[src/rtl/ins_loader.sv]
// Boot-time instruction loader: receives a length-prefixed byte stream and writes
// big-endian 32-bit words to instruction memory, holding the core until finished.
module ins_loader #(
  parameter logic [31:0] BASE_ADDR = 32'h0000_0000,
  parameter int unsigned MAX_WORDS = 256
) (
  input  logic        clk,
  input  logic        rst,
  input  logic        start,
  input  logic        rx_valid,
  input  logic [7:0]  rx_byte,
  output logic        rx_ready,
  output logic        wr_en,
  output logic [31:0] wr_addr,
  output logic [31:0] wr_data,
  output logic        core_hold,
  output logic        done,
  output logic        err
);

  typedef enum logic [2:0] {
    S_IDLE,
    S_HDR_HI,
    S_HDR_LO,
    S_DATA,
    S_WRITE,
    S_DONE,
    S_ERR
  } state_t;

  state_t      r_state;
  state_t      w_next;
  logic [15:0] r_count;
  logic [15:0] r_idx;
  logic [1:0]  r_bcnt;
  logic [31:0] r_asm;
  logic [31:0] r_wr_addr;
  logic [31:0] r_wr_data;

  logic        w_xfer;
  logic [15:0] w_hdr_n;
  logic        w_hdr_bad;
  logic [15:0] w_idx_inc;
  logic        w_last;
  logic [31:0] w_word;

  assign w_xfer    = rx_valid && rx_ready;
  assign w_hdr_n   = {r_count[15:8], rx_byte};
  assign w_hdr_bad = (w_hdr_n == '0) || (32'(w_hdr_n) > 32'(MAX_WORDS));
  assign w_idx_inc = r_idx + 16'd1;
  assign w_last    = (w_idx_inc == r_count);
  assign w_word    = {r_asm[23:0], rx_byte};

  assign wr_addr = r_wr_addr;
  assign wr_data = r_wr_data;

  always_ff @(posedge clk or posedge rst) begin
    if (rst) r_state <= S_IDLE;
    else     r_state <= w_next;
  end

  always_comb begin
    w_next    = r_state;
    rx_ready  = 1'b0;
    wr_en     = 1'b0;
    core_hold = 1'b1;
    done      = 1'b0;
    err       = 1'b0;
    case (r_state)
      S_IDLE: begin
        if (start) w_next = S_HDR_HI;
      end
      S_HDR_HI: begin
        rx_ready = 1'b1;
        if (w_xfer) w_next = S_HDR_LO;
      end
      S_HDR_LO: begin
        rx_ready = 1'b1;
        if (w_xfer) w_next = w_hdr_bad ? S_ERR : S_DATA;
      end
      S_DATA: begin
        rx_ready = 1'b1;
        if (w_xfer && (r_bcnt == 2'd3)) w_next = S_WRITE;
      end
      S_WRITE: begin
        wr_en  = 1'b1;
        w_next = w_last ? S_DONE : S_DATA;
      end
      S_DONE: begin
        core_hold = 1'b0;
        done      = 1'b1;
        if (start) w_next = S_HDR_HI;
      end
      S_ERR: begin
        err = 1'b1;
        if (start) w_next = S_HDR_HI;
      end
      default: w_next = S_IDLE;
    endcase
  end

  // Write address/data are captured on the 4th byte so they are already stable
  // throughout WRITE and simply hold afterwards.
  always_ff @(posedge clk or posedge rst) begin
    if (rst) begin
      r_count   <= '0;
      r_idx     <= '0;
      r_bcnt    <= '0;
      r_asm     <= '0;
      r_wr_addr <= '0;
      r_wr_data <= '0;
    end else begin
      case (r_state)
        S_IDLE, S_DONE, S_ERR: begin
          if (start) begin
            r_idx  <= '0;
            r_bcnt <= '0;
          end
        end
        S_HDR_HI: begin
          if (w_xfer) r_count[15:8] <= rx_byte;
        end
        S_HDR_LO: begin
          if (w_xfer) r_count[7:0] <= rx_byte;
        end
        S_DATA: begin
          if (w_xfer) begin
            r_asm  <= w_word;
            r_bcnt <= r_bcnt + 2'd1;
            if (r_bcnt == 2'd3) begin
              r_wr_addr <= BASE_ADDR + {14'd0, r_idx, 2'b00};
              r_wr_data <= w_word;
            end
          end
        end
        S_WRITE: begin
          r_idx <= w_idx_inc;
        end
        default: ;
      endcase
    end
  end

endmodule

[config.mk]
export PLATFORM = sky130hd
export DESIGN_NAME = ins_loader
export DESIGN_NICKNAME = d
export VERILOG_FILES = /design/src/rtl/ins_loader.sv
export SDC_FILE = /design/constraint.sdc
export NUM_CORES = 1
export LEC_CHECK = 0
export CAP_MARGIN = 10
export CORE_MARGIN = 5
export CORE_UTILIZATION = 37
export DETAILED_ROUTE_END_ITERATION = 8
export PLACE_DENSITY = 0.65
export REMOVE_ABC_BUFFERS = 1
export SLEW_MARGIN = 20
export SYNTH_ARGS = -nofsm -noshare
export SYNTH_HDL_FRONTEND = slang
export SYNTH_SLANG_ARGS = --single-unit
[constraint.sdc]
create_clock -name clk -period 4.5 [get_ports clk]
set_input_delay 0.675 -clock clk [delete_from_list [all_inputs] [get_ports clk]]
set_output_delay 0.675 -clock clk [all_outputs]
set_load 0.02 [all_outputs]
==> flow_summary.html <==
<table>
<tr><th>Metric</th><th>Value</th></tr>
<tr><th colspan="2">Flow run</th></tr>
<tr><td>Reported max-cap violation count</td><td>0</td></tr>
<tr><th colspan="2">Placement</th></tr>
<tr><td>IO Port Bufs</td><td>64</td></tr>
<tr><td>Placer Congestion</td><td>0.885</td></tr>
<tr><td>Dpl hpwl</td><td>7.67 mm</td></tr>
<tr><th colspan="2">Floorplanning</th></tr>
<tr><td>Core region area</td><td>13,900 um2</td></tr>
<tr><td>Chip Height</td><td>129 um</td></tr>
<tr><td>Number of rows created at floorplan</td><td>43</td></tr>
<tr><td>Top Ports</td><td>81</td></tr>
<tr><td>Area enclosed by the die boundary</td><td>16,600 um2</td></tr>
<tr><td>Die outline width</td><td>129 um</td></tr>
<tr><td>Starting density of the core</td><td>37.8%</td></tr>
<tr><th colspan="2">Route</th></tr>
<tr><td>Routed vias</td><td>3,573</td></tr>
<tr><td>Post-detailed-route wirelength per cell</td><td>16.2 um</td></tr>
<tr><td>Post-route antenna net violation count</td><td>0</td></tr>
<tr><td>Number of vias per cell after detailed routing</td><td>5.31</td></tr>
<tr><td>Remaining routing DRC violations</td><td>0</td></tr>
<tr><td>DRC marker count from the first detailed-route iteration</td><td>176</td></tr>
<tr><td>Total Wirelength</td><td>10.9 mm</td></tr>
<tr><td>DRT Pass-1 Iters</td><td>4</td></tr>
<tr><th colspan="2">STA</th></tr>
<tr><td>Final Cycle Share</td><td>72.2%</td></tr>
<tr><td>Clock period minus worst slack</td><td>3.25 ns</td></tr>
<tr><td>Worst Skew</td><td>0.00958 ns</td></tr>
<tr><td>Worst-margin pin slew</td><td>0.966 ns</td></tr>
<tr><td># setup viols final</td><td>0</td></tr>
<tr><td>Max frequency</td><td>308 MHz</td></tr>
<tr><td>Worst relative slew slack</td><td>35.4%</td></tr>
<tr><td>Number of hold-slack violations in the final timing report</td><td>0</td></tr>
<tr><td>RSZ-0062 raised after global routing</td><td>no</td></tr>
<tr><td>Final total negative setup slack</td><td>0 ns</td></tr>
<tr><td>Final count of pins violating max slew</td><td>0</td></tr>
<tr><td>Hold Slack</td><td>0.506 ns</td></tr>
<tr><th colspan="2">CTS</th></tr>
<tr><td>Number of buffers added for setup after CTS</td><td>0</td></tr>
<tr><td>CTS Hold Buffers Added</td><td>0</td></tr>
<tr><td>Clock sink count</td><td>109</td></tr>
<tr><td>TritonCTS clock tree</td><td>done</td></tr>
<tr><td>Clk buf depth</td><td>2</td></tr>
<tr><td>Clock Pin Slew Worst Setup and Hold Paths</td><td>0.07 ns</td></tr>
<tr><td>PostCTS Resize Cnt</td><td>0</td></tr>
<tr><td>Cell chosen for the clock root</td><td>sky130_fd_sc_hd__clkbuf_16</td></tr>
<tr><td>Cts bufs inserted</td><td>9</td></tr>
<tr><td>Clock latency of the later-clocked register in the worst-skew pair</td><td>0.35 ns</td></tr>
<tr><td>Number of H-tree levels</td><td>3</td></tr>
<tr><th colspan="2">Setup path</th></tr>
<tr><td>Setup crit end kind</td><td>output port</td></tr>
<tr><td>Cell with the largest stage delay on the worst path</td><td>sky130_fd_sc_hd__clkdlybuf4s50_1</td></tr>
<tr><td>Type of the setup path with the least slack</td><td>flop to output port</td></tr>
<tr><td>Most frequent cell on the critical path</td><td>sky130_fd_sc_hd__clkinv_1</td></tr>
<tr><td>Max Fanout on Critical Path</td><td>24</td></tr>
<tr><td>Largest incremental delay on the critical path</td><td>0.64 ns</td></tr>
<tr><td>Type of element launching the critical path</td><td>flop</td></tr>
<tr><td>CP Data Required Time</td><td>3.83 ns</td></tr>
<tr><td>Arrival time of data at the critical path endpoint</td><td>2.57 ns</td></tr>
<tr><td>Cells along the critical path</td><td>clkinv_1 &gt; nand3_1 &gt; buf_4 &gt; clkinv_1 &gt; clkdlybuf4s50_1</td></tr>
<tr><th colspan="2">Cells and area</th></tr>
<tr><td>Count of antenna diodes in the layout</td><td>0</td></tr>
<tr><td>Layout cell share with drive strength beyond 1</td><td>23.7%</td></tr>
<tr><td>Commonest non-fill, non-tap cell in the layout</td><td>sky130_fd_sc_hd__dfrtp_1</td></tr>
<tr><td>Most frequent cells in the layout</td><td>sky130_fd_sc_hd__dfrtp_1, sky130_fd_sc_hd__mux2_2, sky130_fd_sc_hd__clkdlybuf4s50_1, sky130_fd_sc_hd__o21ai_0, sky130_fd_sc_hd__nand2_1</td></tr>
<tr><td>P&amp;R area growth vs syn</td><td>18.5%</td></tr>
<tr><td>Number of nets in the final layout</td><td>502</td></tr>
<tr><th colspan="2">Synth</th></tr>
<tr><td>Syn_area_per_cell</td><td>12.0 um2</td></tr>
<tr><td>EDFF count, synth</td><td>0</td></tr>
<tr><td>Flip-flop cell with the highest count after synthesis</td><td>sky130_fd_sc_hd__dfrtp_1</td></tr>
<tr><td>Number of flip-flops and latches in the synthesized netlist</td><td>109</td></tr>
<tr><td>Proportion of register bits with asynchronous set or reset after synthesis</td><td>100%</td></tr>
<tr><td>Number of different library cells in the post-synthesis netlist</td><td>54</td></tr>
<tr><td>Sequential share of the synthesized area</td><td>52.0%</td></tr>
<tr><td>Gate count of the mapped netlist</td><td>437</td></tr>
<tr><td>Post-Syn Area</td><td>5240 um2</td></tr>
<tr><td>Yosys warning count</td><td>0</td></tr>
<tr><th colspan="2">Pwr</th></tr>
<tr><td>Leak pwr</td><td>2.76 nW</td></tr>
<tr><td>Worst voltage drop across the vdd grid</td><td>0.230 mV</td></tr>
<tr><td>Total power after layout</td><td>0.00303 W</td></tr>
<tr><td>Power per unit of standard cell area</td><td>488 nW/um2</td></tr>
<tr><th colspan="2">Global routing</th></tr>
<tr><td>Wire length of the first global-routing pass</td><td>18.0 mm</td></tr>
<tr><td>Via count of the first global-routing pass</td><td>3,470</td></tr>
<tr><td>Antenna violations before repair</td><td>0</td></tr>
<tr><td>Maximum number of pins on one net before global-route repair</td><td>64</td></tr>
<tr><td>Congestion Overflow GR</td><td>0</td></tr>
<tr><td>Total global routing track utilization</td><td>13.6%</td></tr>
<tr><th colspan="2">Status</th></tr>
<tr><td>Result of the run</td><td>finished, final reports clean</td></tr>
<tr><th colspan="2">Worst hold path</th></tr>
<tr><td>Tightest Hold Check Type</td><td>flop to flop</td></tr>
</table>
## per-layer routing
layer | vias to the layer above | share of wire, % | GRT usage, %
met5 | - | 0 | 0
met4 | 0 | 2.1 | 5.62
met3 | 14 | 5.1 | 2.84
met2 | 97 | 48 | 21.6
met1 | 1799 | 45 | 18.3
li1 | 1663 | - | -
## power breakdown
part / total [W] / switching, W / internal [W]
registers: 0.00142 / 0.000220 / 0.00120
logic: 0.000835 / 0.000409 / 0.000426
clock network: 0.000782 / 0.000378 / 0.000404
## metrics by stage
step | setup slack, ns | util [%] | cell area (um2) | cells
global route | 1.07 | 44.8 | 6210 | 673
CTS | 1.26 | 44.7 | 6210 | 673
finish | 1.25 | 44.8 | 6210 | 673
global placement | 1.25 | 42.6 | 5910 | 657
detailed placement | 1.15 | 42.6 | 5910 | 657
floorplan | 0.951 | - | 5010 | 408
## cell usage after synthesis (3+ instances only)
library cell	instances	area [um2]
sky130_fd_sc_hd__buf_2	4	20.0
sky130_fd_sc_hd__buf_6	4	45.0
sky130_fd_sc_hd__inv_1	7	26.3
sky130_fd_sc_hd__and4_1	4	35.0
sky130_fd_sc_hd__nor2b_1	5	31.3
sky130_fd_sc_hd__dfrtp_1	109	2730
sky130_fd_sc_hd__nand4_1	12	75.1
sky130_fd_sc_hd__a21oi_1	9	45.0
sky130_fd_sc_hd__xnor2_1	13	114
sky130_fd_sc_hd__nand2_1	22	82.6
sky130_fd_sc_hd__buf_4	16	120
sky130_fd_sc_hd__clkbuf_8	3	41.3
sky130_fd_sc_hd__nor4_1	5	31.3
sky130_fd_sc_hd__nand3_1	13	65.1
sky130_fd_sc_hd__nor3b_1	3	22.5
sky130_fd_sc_hd__clkbuf_1	15	56.3
sky130_fd_sc_hd__mux2_2	89	1000
sky130_fd_sc_hd__a31oi_1	3	18.8
sky130_fd_sc_hd__nor2_1	12	45.0
sky130_fd_sc_hd__o21ai_0	27	135
sky130_fd_sc_hd__nor3_1	5	25.0
sky130_fd_sc_hd__xor2_1	9	78.8
sky130_fd_sc_hd__o31ai_1	7	52.6
## critical path, delay by kind of cell (launching register included)
family / cells / cell delay, ns
buf+inv: 4 / 1.53
simple gates: 1 / 0.13
flops: 1 / 0.55
## layout make-up
type / instances / area, um2
well taps: 180 / 225
repair buffers: 69 / 678
inverters: 9 / 36.3
flip-flops and latches: 109 / 2730
multi-input cells: 290 / 2250
clock inverters: 5 / 52.6
clock buffers: 11 / 243
fillers: 1271 / 7670
## sequential cells by signal, indices dropped and copies added, names as in the netlist
| name | cells |
|---|---|
| r_idx | 16 |
| r_asm | 24 |
| r_count | 16 |
| wr_data | 32 |
| r_bcnt | 2 |
| r_state | 3 |
| wr_addr | 16 |
## logic make-up after synthesis
logic type | synth area share [%]
flops | 52.0
simple gates | 9.60
mux | 19.3
compound gates | 8.64
buf+inv | 6.18
xor+xnor | 3.68
fa+ha+maj | 0.477
other cells | 0.0715
## final timing paths
check / start / end / slack [ns] / cells past startpoint
worst max-delay path: r_state[0] / wr_en / 1.25 / 5
worst min-delay path: wr_addr[13] / wr_addr[13] / 0.51 / 1
worst max register to register: r_state[2] / wr_data[10] / 1.86 / 4
worst min register to register: wr_addr[13] / wr_addr[13] / 0.51 / 1
max in group asynchronous: rst / r_state[2] / 2.83 / 3
min in group asynchronous: rst / wr_addr[7] / 0.81 / 2
(Power assumes the default switching activity.)
